--- src/rtl/jtag_ir_dr_chain.sv ---
// rtl/jtag_ir_dr_chain.sv - JTAG IR/DR chain with BYPASS, USER and optional IDCODE (JTAG_IDCODE_EN) registers
module jtag_ir_dr_chain #(
    parameter int                  IR_WIDTH   = 4,
    parameter int                  DR_WIDTH   = 32,
    parameter logic [IR_WIDTH-1:0] USER_OPC   = 4'b0010,
    parameter logic [IR_WIDTH-1:0] IDCODE_OPC = 4'b0001,
    parameter logic [31:0]         IDCODE_VAL = 32'h1000_0001
) (
    input  logic                tck,
    input  logic                trst_n,
    input  logic                tdi,
    input  logic                test_logic_reset,
    input  logic                capture_ir,
    input  logic                shift_ir,
    input  logic                update_ir,
    input  logic                capture_dr,
    input  logic                shift_dr,
    input  logic                update_dr,
    input  logic [DR_WIDTH-1:0] dr_in,
    output logic                tdo,
    output logic                tdo_en,
    output logic [IR_WIDTH-1:0] ir_out,
    output logic [DR_WIDTH-1:0] dr_out,
    output logic                dr_update,
    output logic                user_sel
);

    localparam logic [IR_WIDTH-1:0] BYPASS_OPC = '1;
`ifdef JTAG_IDCODE_EN
    localparam logic [IR_WIDTH-1:0] DEFAULT_INSTR = IDCODE_OPC;
`else
    localparam logic [IR_WIDTH-1:0] DEFAULT_INSTR = BYPASS_OPC;
    localparam logic [IR_WIDTH+31:0] unused_idcode_cfg = {IDCODE_OPC, IDCODE_VAL};
`endif

    logic [IR_WIDTH-1:0] ir_sr;
    logic [DR_WIDTH-1:0] user_sr;
    logic                bypass_q;
    logic                bypass_sel;
    logic                sel_bit;

    always_ff @(posedge tck or negedge trst_n) begin
        if (!trst_n) begin
            ir_sr  <= '0;
            ir_out <= DEFAULT_INSTR;
        end else begin
            if (capture_ir)
                ir_sr <= IR_WIDTH'(1);
            else if (shift_ir)
                ir_sr <= {tdi, ir_sr[IR_WIDTH-1:1]};
            if (test_logic_reset)
                ir_out <= DEFAULT_INSTR;
            else if (update_ir)
                ir_out <= ir_sr;
        end
    end

    assign user_sel = (ir_out == USER_OPC);

`ifdef JTAG_IDCODE_EN
    logic        idcode_sel;
    logic [31:0] idcode_sr;

    assign idcode_sel = (ir_out == IDCODE_OPC) && !user_sel;
    assign bypass_sel = !user_sel && !idcode_sel;

    always_ff @(posedge tck or negedge trst_n) begin
        if (!trst_n)
            idcode_sr <= '0;
        else if (idcode_sel) begin
            if (capture_dr)
                idcode_sr <= IDCODE_VAL;
            else if (shift_dr)
                idcode_sr <= {tdi, idcode_sr[31:1]};
        end
    end
`else
    // Undefined opcodes, IDCODE_OPC included, fall through to BYPASS.
    assign bypass_sel = !user_sel;
`endif

    always_ff @(posedge tck or negedge trst_n) begin
        if (!trst_n) begin
            user_sr  <= '0;
            bypass_q <= 1'b0;
        end else begin
            if (user_sel) begin
                if (capture_dr)
                    user_sr <= dr_in;
                else if (shift_dr)
                    user_sr <= {tdi, user_sr[DR_WIDTH-1:1]};
            end
            if (bypass_sel) begin
                if (capture_dr)
                    bypass_q <= 1'b0;
                else if (shift_dr)
                    bypass_q <= tdi;
            end
        end
    end

    // update_dr lasts one tck, so the registered strobe is exactly one cycle wide.
    always_ff @(posedge tck or negedge trst_n) begin
        if (!trst_n) begin
            dr_out    <= '0;
            dr_update <= 1'b0;
        end else begin
            dr_update <= update_dr && user_sel && !test_logic_reset;
            if (update_dr && user_sel)
                dr_out <= user_sr;
        end
    end

    always_comb begin
        sel_bit = bypass_q;
        if (user_sel)
            sel_bit = user_sr[0];
`ifdef JTAG_IDCODE_EN
        else if (idcode_sel)
            sel_bit = idcode_sr[0];
`endif
        tdo = 1'b0;
        if (shift_ir)
            tdo = ir_sr[0];
        else if (shift_dr)
            tdo = sel_bit;
    end

    assign tdo_en = shift_ir | shift_dr;

endmodule
--- config.mk ---
export PLATFORM = sky130hd
export DESIGN_NAME = jtag_ir_dr_chain
export DESIGN_NICKNAME = d
export VERILOG_FILES = /design/src/rtl/jtag_ir_dr_chain.sv
export SDC_FILE = /design/constraint.sdc
export NUM_CORES = 1
export LEC_CHECK = 0
export ABC_AREA = 1
export BUFFER_PORTS_ARGS = -buffer_cell sky130_fd_sc_hd__buf_2
export CAP_MARGIN = 20
export CELL_PAD_IN_SITES_DETAIL_PLACEMENT = 1
export CELL_PAD_IN_SITES_GLOBAL_PLACEMENT = 1
export CORE_MARGIN = 2
export CORE_UTILIZATION = 40
export CTS_CLUSTER_SIZE = 25
export DETAILED_ROUTE_END_ITERATION = 6
export PLACE_DENSITY = 0.82
export SYNTH_ARGS = -nofsm -noshare
export SYNTH_HDL_FRONTEND = slang
export SYNTH_SLANG_ARGS = --single-unit
--- constraint.sdc ---
create_clock -name tck -period 2.85 [get_ports tck]
set_input_delay 0.285 -clock tck [delete_from_list [all_inputs] [get_ports tck]]
set_output_delay 0.285 -clock tck [all_outputs]
set_load 0.01 [all_outputs]
==> flow_summary.json, run 1 <==
{
  "status": "completed",
  "ys_ff_latch": 74,
  "synth_area_leader_cell": "dfrtp_1",
  "grt_max_degree": 75,
  "root_buffer": "clkbuf_8",
  "die_h_um": 95.1,
  "slowest_delay_ps": 530,
  "gp_congestion": 0.758,
  "start_util_pct": 40.8,
  "antenna_found_initial": 0,
  "die_w_um": 95.1,
  "cp_num_buf_inv": 2,
  "synth_edf_count": 0,
  "end_kind": "output port",
  "cts_hold_buf": 0,
  "arrival_ps": 1570,
  "wirelength_mm": 7.31,
  "grt.overflow.total": 0,
  "fin_cells": 552,
  "clk_latency_ps": 340,
  "die_area_um2": 9050,
  "avgRoutedWirePerCell_um": 13.2,
  "drt_iter0_markers": 70,
  "synth_top_area_share_pct": 52.7,
  "syn_to_final_growth_pct": 18.4,
  "viasPerCell": 4.75,
  "synth-main-ff-cell": "dfrtp_1",
  "tns_ps": 0,
  "finalSetupViolCount": 0,
  "yosys.area_share.adder_pct": 0,
  "synthMuxAreaShare_pct": 0,
  "yosys.area_share.xor_xnor_pct": 0,
  "io-pin-count": 82,
  "critPathSlowestCell": "dfstp_2",
  "finClkSkew_ps": 2.32,
  "grt_usage_pct": 17.7,
  "numClockSinks": 74,
  "async_flop_share_pct": 100,
  "cts_max_level": 3,
  "place_hpwl_mm": 5.03,
  "finalCritPeriodShare_pct": 64.9,
  "vias": 2621,
  "p_leak_uw": 0.00202,
  "holdWs_ps": 96.0,
  "r2r_end": "user_sr[7]",
  "cp.required_ps": 2570,
  "ff2ff_path_depth": 5,
  "core_area_um2": 8130,
  "avgSynthCellArea_um2": 9.05,
  "synthesis.nets": 409,
  "netlist_instances": 367,
  "worst-path-max-fanout": 4,
  "max_freq_ghz": 0.540,
  "place_inst": 536,
  "crit_family": "flip-flops",
  "crit_type": "reg2out",
  "grt_pass1_vias": 2700,
  "relSlewSlack_pct": 37.9,
  "grt_pass1_wl_mm": 12.4,
  "tightest_slew_ps": 931,
  "rr_startpoint": "ir_out[1]",
  "power_density_nw_per_um2": 640,
  "grt_setup_unrepaired": "false",
  "startpoint_type": "register",
  "numCtsBuffers": 9,
  "cts_tree": "built",
  "ir_drop_mv": 0.294,
  "cts.path.max_buffers": 2,
  "yosysSeqAreaShare_pct": 55.9,
  "route.detailed.drc": 0,
  "postCtsSetupBuffers": 0,
  "synth.area.top_cells": "dfrtp_1, nand2_1, o21ai_2, o21ai_1, o21ai_0",
  "syn_area_um2": 3320,
  "drv_cap": 0,
  "io_buffers": 81,
  "cts-resized-gates": 0,
  "r2r_slack_ps": 1080,
  "dr.pass1.iters": 4,
  "fp-row-count": 33,
  "hold_class": "in2async",
  "path_cells": "inv_1 -> nor2_4 -> nand2_1 -> nand2_1 -> nand3_1 -> nand2_1 -> buf_2",
  "clkTransAtPathRegs_ps": 70,
  "slew_viol_final": 0,
  "critical_path_depth": 7,
  "min_period_ps": 1850,
  "cp_common_cell": "nand2_1",
  "antennaDiodeCount": 0,
  "synth-simple-area-share_pct": 15.0,
  "synth-compound-area-share_pct": 19.1,
  "synth_cell_type_count": 20,
  "synth_top_family_by_area": "compound AO/OA/AOI/OAI gates",
  "ant_nets": 0,
  "fin_nets": 484,
  "drive_gt1_share_pct": 30.0,
  "ys_warn_count": 0,
  "hold_viol": 0
}
==> worst max-delay path by stage <==
| stage | startpoint | to |
|---|---|---|
| floorplan | ir_out[1] | tdo |
| global placement | ir_out[1] | user_sr[19] |
| detailed placement | ir_out[1] | user_sr[22] |
| CTS | ir_out[1] | tdo |
| global route | ir_out[1] | tdo |
| finish | ir_out[1] | tdo |
==> layer usage <==
| metal | track usage [%] | vias to the layer above | part of all wire (%) |
|---|---|---|---|
| li1 | - | 1316 | - |
| met1 | 23.1 | 1238 | 47 |
| met2 | 29.0 | 59 | 48 |
| met3 | 3.48 | 8 | 4.4 |
| met4 | 6.88 | 0 | 0.97 |
| met5 | 0 | - | 0 |
==> logic make-up (layout without fill, tap and decap cells) <==
kind of cell,after synthesis,after routing
buf+inv,63,143
simple gates,121,121
flops,74,74
compound gates,109,109
==> registers in the layout, indices dropped and copies added, names as in the netlist <==
name	count
dr_out	32
user_sr	32
ir_out	4
ir_sr	4
bypass_q	1
dr_update	1
==> through the flow <==
step / total power, µW / setup WS [ps] / cell area, µm² / utilization (%)
after floorplan: 1500 / 1510 / 3320 / -
after global placement: 1630 / 1200 / 3710 / 45.7
after detailed placement: 1660 / 1100 / 3710 / 45.7
after CTS: 2560 / 969 / 3930 / 48.3
after global routing: 2680 / 880 / 3930 / 48.3
final: 2520 / 1000 / 3930 / 48.3
==> layout by cell type, fill, tap and decap left out <==
| cell | n |
|---|---|
| or2_2 | 1 |
| nor2_4 | 2 |
| o21ai_1 | 40 |
| nand2_1 | 107 |
| clkbuf_8 | 10 |
| buf_4 | 4 |
| inv_2 | 1 |
| nand3_2 | 1 |
| dfrtp_1 | 70 |
| clkinvlp_4 | 1 |
| bufinv_16 | 2 |
| o21ai_0 | 37 |
| nand2_2 | 1 |
| nand3_1 | 3 |
| buf_2 | 80 |
| clkbuf_1 | 1 |
| dfstp_2 | 4 |
| o21ai_2 | 24 |
| clkinv_2 | 2 |
| nor2_1 | 5 |
| nand3_4 | 1 |
| a21oi_1 | 8 |
| inv_1 | 42 |
==> synth_stat cells (2+ instances only) <==
| library cell | n |
|---|---|
| dfrtp_1 | 70 |
| o21ai_0 | 37 |
| nand2_1 | 107 |
| buf_2 | 3 |
| inv_1 | 42 |
| clkbuf_1 | 4 |
| nor2_1 | 5 |
| a21oi_1 | 8 |
| nor2_4 | 2 |
| dfstp_2 | 4 |
| buf_6 | 12 |
| o21ai_2 | 24 |
| nand3_1 | 3 |
| o21ai_1 | 40 |
==> layout make-up <==
cell class,count,area (µm²)
fillers,1007,4200
clock buffers,11,141
multi-input cells,230,1130
well taps,105,131
inverters,43,161
clock inverters,5,77.6
flip-flops and latches,74,1860
repair buffers,84,430
==> power by group <==
part | total (µW) | switching (µW) | internal, µW
Combinational | 385 | 239 | 145
Sequential | 1240 | 68.7 | 1180
Clock | 888 | 374 | 514
Total | 2520 | 682 | 1840
(Power assumes the default switching activity.)
==> inputs of run 2 (changes only) <==
--- a/config.mk
+++ b/config.mk
@@ -5,16 +5,16 @@
 export SDC_FILE = /design/constraint.sdc
 export NUM_CORES = 1
 export LEC_CHECK = 0
-export ABC_AREA = 1
+export ABC_AREA = 0
 export BUFFER_PORTS_ARGS = -buffer_cell sky130_fd_sc_hd__buf_2
 export CAP_MARGIN = 20
 export CELL_PAD_IN_SITES_DETAIL_PLACEMENT = 1
 export CELL_PAD_IN_SITES_GLOBAL_PLACEMENT = 1
 export CORE_MARGIN = 2
-export CORE_UTILIZATION = 40
+export CORE_UTILIZATION = 39
 export CTS_CLUSTER_SIZE = 25
 export DETAILED_ROUTE_END_ITERATION = 6
-export PLACE_DENSITY = 0.82
+export PLACE_DENSITY = 0.77
 export SYNTH_ARGS = -nofsm -noshare
 export SYNTH_HDL_FRONTEND = slang
 export SYNTH_SLANG_ARGS = --single-unit
==> constraint.sdc (replaced) <==
create_clock -name tck -period 1.7 [get_ports tck]
set_input_delay 0.17 -clock tck [delete_from_list [all_inputs] [get_ports tck]]
set_output_delay 0.17 -clock tck [all_outputs]
set_load 0.01 [all_outputs]
==> flow_summary.json, run 2 <==
{
  "hold_viol": 0,
  "fp-row-count": 33,
  "arrival_ps": 1710,
  "numClockSinks": 74,
  "async_flop_share_pct": 100,
  "netlist_instances": 210,
  "relSlewSlack_pct": 69.1,
  "ff2ff_path_depth": 5,
  "io-pin-count": 82,
  "syn_area_um2": 3360,
  "synth.most_common_cell": "dfrtp_1",
  "gp_congestion": 0.724,
  "fin_nets": 353,
  "start_util_pct": 40.4,
  "crit_type": "reg2out",
  "r2r_end": "user_sr[0]",
  "power_uw": 4100,
  "hold_end": "ir_sr[1]",
  "cp.required_ps": 1530,
  "cts_tree": "built",
  "mostFrequentLayoutCell": "buf_2",
  "grt_pass1_vias": 2213,
  "min_from": "capture_ir",
  "io_buffers": 81,
  "rr_startpoint": "ir_out[1]",
  "drt_iter0_markers": 33,
  "tightest_slew_ps": 464,
  "synth_cell_type_count": 20,
  "synth_top_area_share_pct": 52.2,
  "ys_warn_count": 0,
  "finalCritPeriodShare_pct": 111,
  "end_kind": "output port",
  "reg.largest.list": "dr_out (32), user_sr (32)",
  "yosys-top-cells-count": "dfrtp_1, mux2_2, mux2_4",
  "synthMuxAreaShare_pct": 36.6,
  "r2r_slack_ps": -60,
  "ys_ff_latch": 74,
  "ant_nets": 0,
  "slew_viol_final": 0,
  "yosysSeqAreaShare_pct": 55.3,
  "clk_latency_ps": 340,
  "power_density_nw_per_um2": 919,
  "avgRoutedWirePerCell_um": 18.5,
  "finalSetupViolCount": 44,
  "violations": "setup timing",
  "route.detailed.drc": 0,
  "cts_max_level": 3,
  "wirelength_mm": 7.78,
  "min_period_ps": 1880,
  "ir_drop_mv": 0.433,
  "antennaDiodeCount": 0,
  "synth_top_family_by_area": "multiplexers",
  "finClkSkew_ps": 5.97,
  "die_area_um2": 9370,
  "drive_gt1_share_pct": 69.8,
  "synth.area.top_cells": "dfrtp_1, mux2_2, mux2_4, dfstp_2, buf_6",
  "drv_cap": 0,
  "layout_common_cells": "buf_2, dfrtp_1, mux2_4",
  "place_inst": 397,
  "grt_max_degree": 44,
  "yosys.area_share.adder_pct": 0,
  "core_area_um2": 8300,
  "grt_usage_pct": 15.5,
  "setup_ws_ps": -180,
  "synth_area_leader_cell": "dfrtp_1",
  "min_path_cells": 2,
  "worst-path-max-fanout": 2,
  "grt.overflow.total": 0,
  "synth-simple-area-share_pct": 2.94,
  "multiInputGateArea_um2": 1530,
  "viasPerCell": 4.96,
  "p_leak_uw": 0.00238,
  "avgSynthCellArea_um2": 16.0,
  "synth-main-ff-cell": "dfrtp_1",
  "syn_to_final_growth_pct": 33.1,
  "fin_cells": 420,
  "place_hpwl_mm": 4.88,
  "hold_class": "in2reg",
  "status": "complete, but fails checks",
  "clkTransAtPathRegs_ps": 70,
  "cts.path.max_buffers": 2,
  "grt_pass1_wl_mm": 11.5,
  "numCtsBuffers": 9,
  "max_freq_ghz": 0.532,
  "die_w_um": 96.8,
  "startpoint_type": "register",
  "die_h_um": 96.8,
  "vias": 2085,
  "synthesis.nets": 252,
  "fill_cells": 842,
  "antenna_found_initial": 0,
  "synth-compound-area-share_pct": 2.39,
  "dr.pass1.iters": 4,
  "yosys.area_share.xor_xnor_pct": 0,
  "grt_setup_unrepaired": "true",
  "root_buffer": "clkbuf_8",
  "synth_edf_count": 0,
  "seqCellArea_um2": 1860
}
==> run 2: worst max-delay path by stage <==
| stage | startpoint | end | slack [ps] | cells after the start |
|---|---|---|---|---|
| CTS | ir_out[1] | tdo | -300 | 5 |
| finish | ir_out[1] | tdo | -180 | 5 |
| detailed placement | ir_out[1] | dr_out[8] | 30 | 5 |
| global route | ir_out[1] | tdo | -300 | 5 |
| global placement | ir_out[1] | dr_out[4] | 70 | 5 |
| floorplan | ir_out[1] | user_sr[0] | -120 | 4 |
==> run 2: what timing repair did <==
action                                 4_1_cts  5_1_grt
gates cloned                                 0        5
setup endpoints to repair                    1       42
gates resized for setup                      1       40
pin swaps                                    1        1
buffers inserted                             1        1
hold buffers                                 1        0
endpoints found under the hold margin       27        0
==> run 2: logic make-up after synthesis <==
logic type	after synthesis
DFF	74
AOI/OAI and AO/OA	9
muxes	100
and+or+nand+nor	15
buffers and inverters	12
==> run 2: area by class of cell <==
class	count	area share [%]
flip-flops and latches	74	41.6
multi-input cells	124	34.2
repair buffers	101	16.6
clock buffers	13	3.78
well taps	105	2.94
clock inverters	2	0.784
inverters	1	0.0840
==> run 2: routing by layer <==
metal  vias up  routed length [µm]  share of wire, %  global-route usage (%)
li1        950                   -                 -                       -
met1      1077                3520                45                    19.7
met2        49                3840                49                    25.7
met4         0                 108               1.4                    5.42
met3         9                 308               4.0                    3.83
met5         -                   0                 0                       0
==> run 2: where the power goes <==
group | internal (µW) | switching [µW] | leakage [µW]
registers | 1940 | 142 | 0.000997
clock network | 790 | 631 | 0.000106
logic | 391 | 213 | 0.00128
==> run 2: worst max-delay path, cell delays in order (launching register included) <==
cell	delay (ps)
dfstp_2	530
nor4b_4	220
buf_4	170
mux2i_2	70
o31ai_2	210
buf_2	170
==> run 2: per-stage QoR <==
step                hold WS [ps]  setup TNS, ps  util, %  area [µm²]  setup slack (ps)
finish                      28.9           -957     53.8        4470              -180
CTS                         14.4           -301     50.3        4170              -296
global placement             147              0     47.6        3950              72.9
floorplan                   -126          -4640        -        3360              -124
global route                19.2          -4760     53.8        4470              -296
detailed placement           156              0     47.6        3950              29.8
